File: config.mk
export PLATFORM = sky130hd
export DESIGN_NAME = pipe_sequencer
export DESIGN_NICKNAME = d
export VERILOG_FILES = /design/src/rtl/pipe_sequencer.sv
export SDC_FILE = /design/constraint.sdc
export NUM_CORES = 1
export LEC_CHECK = 0
export CAP_MARGIN = 0
export CORE_MARGIN = 2
export CORE_UTILIZATION = 30
export DETAILED_ROUTE_END_ITERATION = 10
export GPL_TIMING_DRIVEN = 0
export MAX_ROUTING_LAYER = met4
export PLACE_DENSITY_LB_ADDON = 0.05
export SLEW_MARGIN = 20
export SYNTH_ARGS = -nofsm -noshare
export SYNTH_HDL_FRONTEND = slang
export SYNTH_SLANG_ARGS = --single-unit
export TNS_END_PERCENT = 50
File: constraint.sdc
create_clock -name clock -period 3.5 [get_ports clock]
set_input_delay 0.7 -clock clock [delete_from_list [all_inputs] [get_ports clock]]
set_output_delay 0.7 -clock clock [all_outputs]
set_load 0.01 [all_outputs]
File: src/rtl/pipe_sequencer.sv
// In-order pipeline sequencer: per-stage valid/data registers with back-pressure,
// younger-stage flush and retire/bubble performance counters.
module pipe_sequencer #(
    parameter int unsigned STAGES = 4,
    parameter int unsigned WIDTH  = 64,
    parameter int unsigned CNT_W  = 32
) (
    input  logic                      clock,
    input  logic                      reset,
    input  logic                      in_valid,
    input  logic [WIDTH-1:0]          in_data,
    output logic                      in_ready,
    input  logic [STAGES-1:0]         stall_req,
    input  logic [STAGES-1:0]         flush_req,
    input  logic                      out_ready,
    output logic [STAGES-1:0]         stage_valid,
    output logic [STAGES*WIDTH-1:0]   stage_data,
    output logic                      out_valid,
    output logic [WIDTH-1:0]          out_data,
    input  logic                      cnt_clear,
    output logic [CNT_W-1:0]          retire_count,
    output logic [CNT_W-1:0]          bubble_count
);

    logic [STAGES-1:0] valid_q, valid_d;
    logic [WIDTH-1:0]  data_q [STAGES];
    logic [WIDTH-1:0]  data_d [STAGES];
    logic [STAGES-1:0] hold, kill, advance;
    logic [CNT_W-1:0]  retire_q, retire_d, bubble_q, bubble_d;
    logic              accept;
    logic              unused_flush0;

    assign unused_flush0 = flush_req[0];

    // Hold ripples down from the oldest stage; kill is a suffix-OR of older flush requests.
    always_comb begin
        hold = '0;
        kill = '0;
        hold[STAGES-1] = valid_q[STAGES-1] & (stall_req[STAGES-1] | ~out_ready);
        for (int unsigned i = 1; i < STAGES; i++) begin
            hold[STAGES-1-i] = valid_q[STAGES-1-i] & (stall_req[STAGES-1-i] | hold[STAGES-i]);
            kill[STAGES-1-i] = kill[STAGES-i] | flush_req[STAGES-i];
        end
    end

    assign advance  = valid_q & ~hold & ~kill;
    assign in_ready = ~reset & ~hold[0] & ~kill[0];
    assign accept   = in_valid & in_ready;

    always_comb begin
        valid_d = '0;
        for (int unsigned k = 0; k < STAGES; k++) begin
            data_d[k] = '0;
            if (!kill[k]) begin
                if (hold[k]) begin
                    valid_d[k] = valid_q[k];
                    data_d[k]  = data_q[k];
                end else if (k == 0) begin
                    valid_d[k] = accept;
                    data_d[k]  = accept ? in_data : '0;
                end else if (advance[k-1]) begin
                    valid_d[k] = 1'b1;
                    data_d[k]  = data_q[k-1];
                end
            end
        end
    end

    always_comb begin
        retire_d = retire_q;
        bubble_d = bubble_q;
        if (cnt_clear) begin
            retire_d = '0;
            bubble_d = '0;
        end else begin
            if (out_valid && out_ready) retire_d = retire_q + CNT_W'(1);
            if (!out_valid)             bubble_d = bubble_q + CNT_W'(1);
        end
    end

    always_ff @(posedge clock) begin
        if (reset) begin
            valid_q  <= '0;
            data_q   <= '{default: '0};
            retire_q <= '0;
            bubble_q <= '0;
        end else begin
            valid_q  <= valid_d;
            data_q   <= data_d;
            retire_q <= retire_d;
            bubble_q <= bubble_d;
        end
    end

    always_comb begin
        stage_data = '0;
        for (int unsigned k = 0; k < STAGES; k++) begin
            stage_data[k*WIDTH +: WIDTH] = data_q[k];
        end
    end

    assign stage_valid  = valid_q;
    assign out_valid    = valid_q[STAGES-1];
    assign out_data     = data_q[STAGES-1];
    assign retire_count = retire_q;
    assign bubble_count = bubble_q;

endmodule

# ---- Yosys cells after proc, flatten, opt, wreduce, memory -nomap -nowiden
# Cells that the tools add are included.
dict set report totals {
  ff_bits 324
  in_bits 77
  output_inout_bits 390
  elab_cells 45
}
dict set report op_classes {
  n_addsub 2
  n_mux 7
  bitwise_logic 21
  reduce_logical 5
}
# cell count
set ops {}
lappend ops {{2-to-1 mux 64 bit} 4}
lappend ops {{adder 32 x 1 -> 32 bit (second input constant)} 2}
lappend ops {{OR reduction 2 bit} 4}
lappend ops {{AND 1 bit} 7}
lappend ops {{AND 3 bit} 2}
lappend ops {{NOT 3 bit} 2}
lappend ops {{bitwise OR 1 bit} 6}
lappend ops {{NOT 1 bit} 4}
lappend ops {{2-to-1 mux 1 bit} 3}
lappend ops {{logical AND 1 bit} 1}

# ---- Depth between registers and ports, before layout
# Gate-level depths: netlist (run 1).
dict set report depth {
  depth_word 14
  depth_mapped 8
}

# ---- Worst setup path after synthesis (run 1)
# Ideal clock, no wire load.
dict set report synth_timing {
  kind {input-to-reg}
  startpoint {input reset}
  endpoint {register data_q (netlist bit stage_data[100])}
  setup_ns 0.060
  t_arrival_ns 2.328
  required_ns 3.440
  path_slack_ns 1.113
  cell_stages 5
  n_path_buf 2
  cell_sequence {clkbuf_1 > or3_1 > a211oi_1 > clkbuf_1 > a22o_1}
}
dict set report synth_between {
  elab_chain_len 1
}
# item line_no
set synth_lines {}
lappend synth_lines {{start: declaration} 9} ;# input logic reset,
lappend synth_lines {{OR reduction 2 bit (no source line)} -}
lappend synth_lines {{end signal: assignment} 89} ;# data_q <= data_d;
lappend synth_lines {{end: declaration} 26} ;# logic [WIDTH-1:0] data_q [STAGES];
# No other way between the ends.
# A chain may end at the register's enable or synchronous reset.

# ---- Final worst setup path (run 1)
dict set report layout_timing {
  startpoint {register valid_q[3], in the netlist stage_valid[3]}
  endpoint {output in_ready}
}
dict set report layout_between {
  elab_chain_len 10
}
# item line_no
set layout_lines {}
lappend layout_lines {{start: declaration} 25} ;# logic [STAGES-1:0] valid_q, valid_d;
lappend layout_lines {{start signal: assignment} 88} ;# valid_q <= valid_d;
lappend layout_lines {{AND 1 bit} 39} ;# hold[STAGES-1] = valid_q[STAGES-1] & (stall_req[STAGES-1] | ~out_ready);
lappend layout_lines {{bitwise OR 1 bit} 41} ;# hold[STAGES-1-i] = valid_q[STAGES-1-i] & (stall_req[STAGES-1-i] | hold[STAGES-i]);
lappend layout_lines {{AND 1 bit} 41}
lappend layout_lines {{bitwise OR 1 bit} 41}
lappend layout_lines {{AND 1 bit} 41}
lappend layout_lines {{bitwise OR 1 bit} 41}
lappend layout_lines {{AND 1 bit} 41}
lappend layout_lines {{NOT 1 bit} 47} ;# assign in_ready = ~reset & ~hold[0] & ~kill[0];
lappend layout_lines {{AND 1 bit (2 in series)} 47}
lappend layout_lines {{end: declaration} 12} ;# output logic in_ready,
# No other way between the ends.

==> summary.txt, run 1 <==
Floorplanning
  • Die area: 40,600 um^2
  • Initial Util: 0.303
  • Die Y: 201 um
  • IO Pins: 467
  • Placeable Area: 38,600 um^2
  • Die W: 201 um
  • Std-Cell Rows: 72

Final layout
  • Leading cell type in the layout, fill and taps excluded: clkdlybuf4s50_1
  • Most frequent cells in the layout: 462 x clkdlybuf4s50_1, 324 x dfxtp_1, 128 x a22o_1, 122 x nor2_1, 93 x nand2_1
  • Final non-filler cell total: 2,267
  • Area grow syn2layout: 56.7%
  • Ratio of cells with drive above 1 in the final layout: 0.0808
  • Final net count: 1,800
  • Cell area after layout: 18,300 um^2

Hold path
  • Worst hold path type: flop to flop
  • Hold Path Sink: stage_data[31]
  • Hold Path Cell Cnt: 2
  • Worst hold start: stage_data[31]

Yosys
  • Combinational family with the most area after synthesis: compound AO/OA/AOI/OAI gates
  • Synth Cell Area: 11,700 um^2
  • Synth Area in Adders: 0.00214
  • Main synth FF type: dfxtp_1
  • Post-synthesis mux area share: 0.000856
  • Post-synth EDFFs: 0
  • Yosys reg bits: 324
  • Compound-Gate Fraction of Synth Area: 0.180
  • Post-synthesis xor/xnor area fraction: 0.0367
  • Distinct cell type count after synthesis: 38
  • Register area share after synthesis: 0.555
  • Synth warn: 0
  • Post-Synthesis Cells: 1,215
  • Mapped Nets: 1,294
  • Mean Syn Cell Area: 9.63 um^2
  • Ys async rst share: 0
  • Simple-Gate Fraction of Synth Area: 0.151

Setup path
  • FF-to-FF End: stage_data[61]
  • Setup crit start kind: flop
  • R2R Setup Slk: 0.61 ns
  • Worst EP required: 2.80 ns
  • Worst setup EP type: output port
  • Critical path's slowest cell: dfxtp_1
  • WP data arrival: 2.60 ns
  • Setup CP Type: flop to output port
  • Critical path fanouts, max: 12
  • Crit-path max cell delay: 0.50 ns
  • Reg2reg start: stage_valid[3]
  • R2r worst-path depth: 8
  • Critical-path cell list: buf_2, nand2_1, o21ai_2, a31o_4, nor2_1, clkdlybuf4s50_1

Pwr
  • Combinational Power Share: 0.027
  • Psw: 1.65 mW
  • Maximum vdd drop: 0.000292 V
  • Clock share of power: 0.507
  • Switching share of total power: 0.207
  • Pwr/cell area: 433 nW/um^2
  • P_int: 6.30 mW
  • Leak: 6.38 nW
  • Seq pwr share: 0.466

STA
  • Final Setup Violations: 0
  • Fin Hold WS: 0.470 ns
  • Fmax: 303 MHz
  • Clock Skews: 0.00898 ns
  • Min Clock Period, post-route: 3.30 ns
  • Relative slew slack: 0.490
  • Period utilization: 0.943
  • RSZ-0062 raised after global routing: false
  • Worst Tran Pin Value: 0.765 ns
  • Final hold vios: 0
  • Slew Viols, Final: 0

Route
  • DRC: 0
  • Antenna violation net count after detailed routing: 0
  • DR WL/cell: 19.4 um
  • Total number of vias: 10,800
  • Drt pass-1 iters: 5
  • Iteration-0 DRC Markers: 500
  • Total Wirelength: 44,000 um
  • Via density: 4.76

Run
  • Total of max-cap violations: 0

CTS
  • Clk Latency, worst-skew pair: 0.51 ns
  • Num CTS Buffers: 37
  • CTS H-Tree Depth: 2
  • # clock sinks: 324
  • Clk buf depth: 3
  • CTS tree: built
  • Root Driver: clkbuf_16
  • Reg clk slew, reported paths: 0.06 ns
  • Hold_buf cts: 0

Global route
  • Vias in the first global route: 10,700
  • Largest net degree at the start of global routing: 14
  • Initial antenna violation count: 4
  • GRT Residual Overflow: 0
  • Total track usage: 0.215
  • First-pass GRT wire length: 65,700 um

Placed design
  • Port buffer count: 463
  • Dpl cell area: 17,000 um^2
  • Total placed cells including tap cells: 2,200
  • Hpwl dp: 33,300 um
  • Gpl congestion: 0.838

Outcome
  • Status: finished, final reports clean
## registers in the layout, indices dropped and copies added, names as in the netlist
register and cells:
stage_data 192, out_data 64, bubble_count 32, retire_count 32
stage_valid 4
## area by class of cell
| class | instances | area [um^2] |
|---|---|---|
| antenna | 4 | 10.0 |
| buffer | 153 | 822 |
| clock buffer | 50 | 1060 |
| clock inverter | 13 | 193 |
| fill | 3785 | 20200 |
| inverter | 12 | 45.0 |
| multi-input combinational | 725 | 4380 |
| sequential | 324 | 6490 |
| tap | 518 | 648 |
| timing repair buffer | 468 | 4680 |
## per-layer routing
layer,part of all wire,up-vias,global-route usage
li1,-,5300,-
met2,0.48,341,0.357
met1,0.43,5087,0.260
met3,0.068,56,0.0570
met4,0.019,0,0.0549
met5,0,-,-
## stage by stage
stage	setup TNS, ns	setup slack, ns	util	total power [mW]
after floorplan	0	1.11	-	3.85
final	0	0.199	0.475	7.94
after detailed placement	-17.89	-0.524	0.442	4.00
after CTS	0	0.0364	0.475	8.05
after global placement	-152.66	-0.937	0.440	4.00
after global routing	0	0.0217	0.475	8.19
## worst max-delay path by stage
stage,from,to,slack (ns),cells past startpoint
2_1_floorplan,reset,stage_data[100],1.11,5
3_3_place_gp,out_ready,stage_data[69],-0.94,6
3_5_place_dp,out_ready,in_ready,-0.52,7
4_1_cts,stage_valid[3],in_ready,0.04,6
5_1_grt,stage_valid[3],in_ready,0.02,6
6_report,stage_valid[3],in_ready,0.20,6
## worst max-delay path: cells and delay by family (launching register included)
family	cells	cell delay, ns
flip-flops	1	0.50
buffers and inverters	2	0.81
AND/OR/NAND/NOR	2	0.17
AO/OA/AOI/OAI	2	0.60
## timing repair
item | CTS | global route
setup buffers | 1 | 0
hold endpoints to repair | 0 | 0
endpoints found under the setup margin | 1 | 1
gates resized for setup | 5 | 2
## power by group through the flow
stage	clock network [mW]	logic [mW]	registers, mW
6_report	4.03	0.211	3.70
3_5_place_dp	0	0.211	3.79
2_1_floorplan	0	0.0666	3.79
3_3_place_gp	0	0.209	3.79
5_1_grt	4.26	0.229	3.70
4_1_cts	4.13	0.214	3.70
## cells in the mapped netlist (all sizes together), types with 2 or more instances
cell / number / area share
a211oi: 2 / 0.0013
a21oi: 79 / 0.034
a22o: 128 / 0.096
a22oi: 64 / 0.041
a31oi: 2 / 0.0011
and2: 2 / 0.0011
and3: 6 / 0.0032
and4: 6 / 0.0045
buf: 72 / 0.044
clkbuf: 82 / 0.026
dfxtp: 324 / 0.55
ha: 2 / 0.0021
inv: 12 / 0.0039
nand2: 93 / 0.030
nand3: 80 / 0.034
nand4: 15 / 0.0086
nor2: 122 / 0.039
nor2b: 3 / 0.0016
nor3: 20 / 0.0086
nor4: 15 / 0.0080
o21ai: 13 / 0.0056
or3: 13 / 0.0070
or4: 2 / 0.0013
xnor2: 32 / 0.024
xor2: 17 / 0.013
## cell families after synthesis
kind of cell,count (synthesis)
and+or+nand+nor,383
buffers and inverters,166
adders and majority gates,2
AOI/OAI and AO/OA,290
xor gates and xnor gates,49
muxes,1
DFF,324
No activity file was read; power rests on OpenSTA's default activity.
==> inputs of run 2 (changes only) <==
Settings changed: MAX_ROUTING_LAYER met4 to unset.
==> run 2 against run 1 <==
- final area hardly changed
- critical path depth is the same
- worst hold slack about the same
- fmax is 0.39% lower
- clock-buffer cell count stayed put
- global-route usage is 0.63 points lower
- utilization is essentially flat
- sequential cell count stayed put
- clock skew rose by 0.0023 ns
- largest power group unchanged
==> summary.txt, run 2 (synthesized netlist as in run 1, its figures left out) <==
Route
  • Antenna violation net count after detailed routing: 0
  • DR WL/cell: 19.4 um
  • Total Wirelength: 44,000 um
  • Iteration-0 DRC Markers: 472
  • DRC: 0
  • Total number of vias: 10,800
  • Via density: 4.75
  • Drt pass-1 iters: 5

Floorplanning
  • Std-Cell Rows: 72
  • Initial Util: 0.303
  • Die Y: 201 um
  • Placeable Area: 38,600 um^2
  • Die area: 40,600 um^2
  • Die W: 201 um
  • IO Pins: 467

CTS
  • # clock sinks: 324
  • Reg clk slew, reported paths: 0.06 ns
  • Root Driver: clkbuf_16
  • CTS tree: built
  • Hold_buf cts: 0
  • CTS H-Tree Depth: 2
  • Num CTS Buffers: 37
  • Clk buf depth: 3
  • Clk Latency, worst-skew pair: 0.51 ns

Outcome
  • Status: finished, final reports clean

Global route
  • Initial antenna violation count: 4
  • Total track usage: 0.209
  • GRT busiest layer: met2
  • GR Util met2: 0.358
  • GR Util met3: 0.0556
  • GRT Residual Overflow: 0
  • First-pass GRT wire length: 65,800 um
  • Vias in the first global route: 10,700
  • Met1 usage: 0.260
  • Largest net degree at the start of global routing: 14

Placed design
  • Port buffer count: 463
  • Hpwl dp: 33,300 um
  • Gpl congestion: 0.823
  • Worst slack, placed: -0.524 ns

STA
  • Clock Skews: 0.0112 ns
  • Relative slew slack: 0.494
  • RSZ-0062 raised after global routing: false
  • Min Clock Period, post-route: 3.31 ns
  • Slew Viols, Final: 0
  • Period utilization: 0.947
  • Fmax: 302 MHz
  • Final Setup Violations: 0
  • PnR worst setup slack: 0.186 ns
  • Final hold vios: 0
  • Fin Hold WS: 0.470 ns
  • Worst Tran Pin Value: 0.759 ns

Setup path
  • Crit-path max cell delay: 0.50 ns
  • R2r worst-path depth: 8
  • Setup crit start kind: flop
  • WP buf/inv: 2
  • Worst setup EP type: output port
  • Critical-path cell list: buf_2, nand2_1, o21ai_2, a31o_4, nor2_1, clkdlybuf4s50_1
  • Crit path from: stage_valid[3]
  • Worst EP required: 2.80 ns
  • CP Depth: 6
  • CP endpoint: in_ready
  • Critical path fanouts, max: 12
  • R2R Setup Slk: 0.56 ns
  • FF-to-FF End: stage_data[42]
  • Setup CP Type: flop to output port
  • Delay-heaviest family, CP: buffers and inverters
  • WP data arrival: 2.61 ns
  • Reg2reg start: stage_valid[3]
  • Critical path's slowest cell: dfxtp_1

Final layout
  • Most frequent cells in the layout: 462 x clkdlybuf4s50_1, 324 x dfxtp_1, 128 x a22o_1, 122 x nor2_1, 93 x nand2_1
  • Area grow syn2layout: 56.7%
  • Final-layout fill cell count: 3,786
  • Max FFs per register: 192
  • Ratio of cells with drive above 1 in the final layout: 0.0808
  • Leading cell type in the layout, fill and taps excluded: clkdlybuf4s50_1
  • Final net count: 1,800

Pwr
  • Overall power: 7.94 mW
  • Pwr/cell area: 433 nW/um^2
  • Leak: 6.38 nW
  • Maximum vdd drop: 0.000292 V

Hold path
  • Worst hold path type: flop to flop

Run
  • Total of max-cap violations: 0
[run 2: cell types whose count changed in the layout (fill, tap and decap cells not counted), sizes merged]
cell   change
diode      -1
[run 2: layout make-up]
| class | count | area, um^2 | area share |
|---|---|---|---|
| Multi-Input combinational cell | 725 | 4380 | 0.239 |
| Antenna cell | 3 | 7.51 | 0.000410 |
| Inverter | 12 | 45.0 | 0.00246 |
| Tap cell | 518 | 648 | 0.0354 |
| Sequential cell | 324 | 6490 | 0.354 |
| Clock buffer | 50 | 1060 | 0.0581 |
| Clock inverter | 13 | 193 | 0.0105 |
| Buffer | 153 | 822 | 0.0448 |
| Timing Repair Buffer | 468 | 4680 | 0.255 |
[run 2: routing by layer]
metal / vias up / share of wire
met2: 316 / 0.49
met5: - / 0.00030
met3: 51 / 0.064
met1: 5108 / 0.43
met4: 2 / 0.017
li1: 5290 / -
[run 2: worst register-to-register path: stages, from the launching register on]
cell and delay (ns):
dfxtp_1 0.50, buf_2 0.32, nand2_1 0.10, o21ai_2 0.31, a31o_4 0.31, clkbuf_1 0.60
clkbuf_1 0.44, nand2_1 0.13, a21oi_1 0.15
[run 2: how the worst min path moves through the flow]
| stage | startpoint | endpoint | slack (ns) | depth (start not counted) |
|---|---|---|---|---|
| 2_1_floorplan | stage_data[0] | stage_data[0] | 0.49 | 2 |
| 5_1_grt | stage_data[27] | stage_data[27] | 0.49 | 2 |
| 3_3_place_gp | stage_data[10] | stage_data[10] | 0.46 | 2 |
| 3_5_place_dp | stage_data[27] | stage_data[27] | 0.46 | 2 |
| 6_report | stage_data[31] | stage_data[31] | 0.47 | 2 |
| 4_1_cts | stage_data[22] | stage_data[22] | 0.47 | 2 |
[run 2: stage by stage]
stage               instances  cell area [um^2]  utilization  TNS (ns)
floorplan                1215             11700            -         0
global placement         2196             17000        0.440   -152.66
detailed placement       2200             17000        0.442    -17.89
CTS                      2263             18300        0.475         0
global route             2266             18300        0.475         0
finish                   2266             18300        0.475         0
[run 2: repair_timing]
action | in CTS | in global routing
setup buffers | 1 | 0
resized for setup | 5 | 2
endpoints found under the setup margin | 1 | 1
[run 2: power by group]
| part | switching [mW] | internal (mW) | leakage (nW) |
|---|---|---|---|
| sequential | 0.00827 | 3.70 | 2.61 |
| clock | 1.53 | 2.49 | 0.624 |
| combinational | 0.101 | 0.110 | 3.15 |
| total | 1.64 | 6.30 | 6.38 |
==> inputs of run 3 (changes only) <==
Settings changed: CORE_AREA set to 2 2 181 183, CORE_MARGIN 2 to unset, CORE_UTILIZATION 30 to unset, DIE_AREA set to 0 0 183 185.
Clock period 3.5 ns to 4.2 ns, I/O delays scaled along.
==> run 3 against run 2 <==
- combinational power is 17% lower
- non-clock buffer count fell by 1
- sequential cell count unchanged
- critical endpoint unchanged
- clock skew decreased by 0.00092 ns
- power decreased by 18%
- routed wire length down 4.7%
==> summary.txt, run 3 (synthesized netlist as in run 1, its figures left out) <==
Placed design
  • Port buffer count: 463
  • Hpwl dp: 31,700 um
  • Dpl cell area: 16,900 um^2
  • Total placed cells including tap cells: 2,089
  • Gpl congestion: 0.852

Route
  • DR WL/cell: 19.4 um
  • Total Wirelength: 41,900 um
  • Drt pass-1 iters: 5
  • Antenna violation net count after detailed routing: 0
  • Via density: 5.05
  • Iteration-0 DRC Markers: 549
  • Total number of vias: 10,900
  • DRC: 0

STA
  • Clock Skews: 0.0103 ns
  • Period utilization: 0.956
  • Min Clock Period, post-route: 4.01 ns
  • Worst Tran Pin Value: 0.812 ns
  • Slew Viols, Final: 0
  • RSZ-0062 raised after global routing: false
  • Relative slew slack: 0.457
  • Setup_tns: 0 ns
  • Final hold vios: 0
  • Fmax: 249 MHz
  • Final Setup Violations: 0

Setup path
  • FF-to-FF End: stage_data[45]
  • Worst setup EP type: output port
  • WP data arrival: 3.17 ns
  • Reg2reg start: stage_valid[3]
  • R2r worst-path depth: 8
  • Setup crit start kind: primary input
  • Critical path fanouts, max: 10
  • R2R Setup Slk: 1.34 ns
  • Setup CP Type: primary input to output port
  • Worst EP required: 3.36 ns

Final layout
  • Final-layout fill cell count: 2,909
  • Multi-input logic area: 4370 um^2
  • Final non-filler cell total: 2,161
  • Area grow syn2layout: 55.0%
  • Cell area after layout: 18,100 um^2
  • Register Area: 6490 um^2
  • Final Util: 0.566
  • Max FFs per register: 192
  • Most frequent cells in the layout: 463 x clkdlybuf4s50_1, 324 x dfxtp_1, 128 x a22o_1, 122 x nor2_1, 93 x nand2_1
  • Final net count: 1,799
  • Leading cell type in the layout, fill and taps excluded: clkdlybuf4s50_1
  • Ratio of cells with drive above 1 in the final layout: 0.0779

Hold path
  • Hold Path Sink: stage_data[9]
  • Worst hold path type: flop to flop
  • Worst hold start: stage_data[9]
  • Hold Path Cell Cnt: 2

Floorplanning
  • IO Pins: 467
  • Placeable Area: 32,000 um^2
  • Std-Cell Rows: 66
  • Die W: 183 um
  • Initial Util: 0.365
  • Die area: 33,900 um^2
  • Die Y: 185 um

CTS
  • CTS H-Tree Depth: 2
  • Post-CTS setup buffers: 0
  • Reg clk slew, reported paths: 0.06 ns
  • CTS tree: built
  • Num CTS Buffers: 37
  • Clk buf depth: 3
  • Root Driver: clkbuf_16
  • Clk Latency, worst-skew pair: 0.50 ns
  • # clock sinks: 324

Global route
  • Vias in the first global route: 10,400
  • Total track usage: 0.237
  • Initial antenna violation count: 7
  • First-pass GRT wire length: 61,700 um
  • GRT Residual Overflow: 0
  • Largest net degree at the start of global routing: 14

Pwr
  • Pwr/cell area: 358 nW/um^2
  • Leak: 6.34 nW
  • Maximum vdd drop: 0.000303 V

Run
  • Total of max-cap violations: 0

Outcome
  • Status: finished, final reports clean
==> run 3: changes by cell type in the layout (fill, tap and decap cells not counted), moves of 2 or more <==
cell       delta
clkbuf_1      +5
diode_2       +5
buf_4         -2
bufinv_16     -2
==> run 3: final cells by class <==
type / count / area share
sequential: 324 / 0.358
timing repair buffer: 466 / 0.258
multi-input combinational: 725 / 0.241
clock buffer: 53 / 0.0588
buffer: 154 / 0.0456
tap: 408 / 0.0282
clock inverter: 11 / 0.00766
inverter: 12 / 0.00248
antenna: 8 / 0.00110
==> run 3: where the power goes <==
group | leakage [nW] | total, mW | internal (mW) | switching, mW
sequential | 2.61 | 3.09 | 3.08 | 0.00655
combinational | 3.13 | 0.175 | 0.0908 | 0.0841
clock | 0.595 | 3.22 | 1.95 | 1.27
total | 6.34 | 6.48 | 5.12 | 1.36
==> run 3: metal layers <==
metal,up-vias,part of all wire,track usage
met1,5158,0.39,0.277
met2,399,0.50,0.421
li1,5287,-,-
met3,60,0.077,0.0615
met5,-,0,0
met4,0,0.027,0.0797
==> run 3: how the worst max path moves through the flow <==
| stage | startpoint | endpoint | slack [ns] | cells past startpoint |
|---|---|---|---|---|
| 5_1_grt | out_ready | in_ready | 0.09 | 7 |
| 3_5_place_dp | out_ready | in_ready | 0.02 | 7 |
| 4_1_cts | out_ready | in_ready | 0.01 | 7 |
| 2_1_floorplan | out_ready | in_ready | 1.53 | 5 |
| 6_report | out_ready | in_ready | 0.19 | 7 |
| 3_3_place_gp | out_ready | stage_data[114] | -0.30 | 6 |
==> run 3: worst max-delay path, stage by stage <==
cell,delay [ns]
clkdlybuf4s50_1,0.59
nor2b_2,0.31
o21ai_2,0.17
a31o_2,0.30
clkbuf_1,0.23
nor2_1,0.17
clkdlybuf4s50_1,0.55
==> run 3: what timing repair did <==
item                                    4_1_cts  5_1_grt
endpoints found under the setup margin        0        1
hold buffers                                  0        0
resized for setup                             0        4
==> run 3: metrics by stage <==
stage	hold WS, ns	power [mW]	setup WS (ns)
after floorplan	0.488	3.21	1.53
after global placement	0.455	3.33	-0.303
after detailed placement	0.463	3.33	0.0211
after CTS	0.473	6.53	0.00972
after global routing	0.486	6.68	0.0888
final	0.469	6.48	0.186
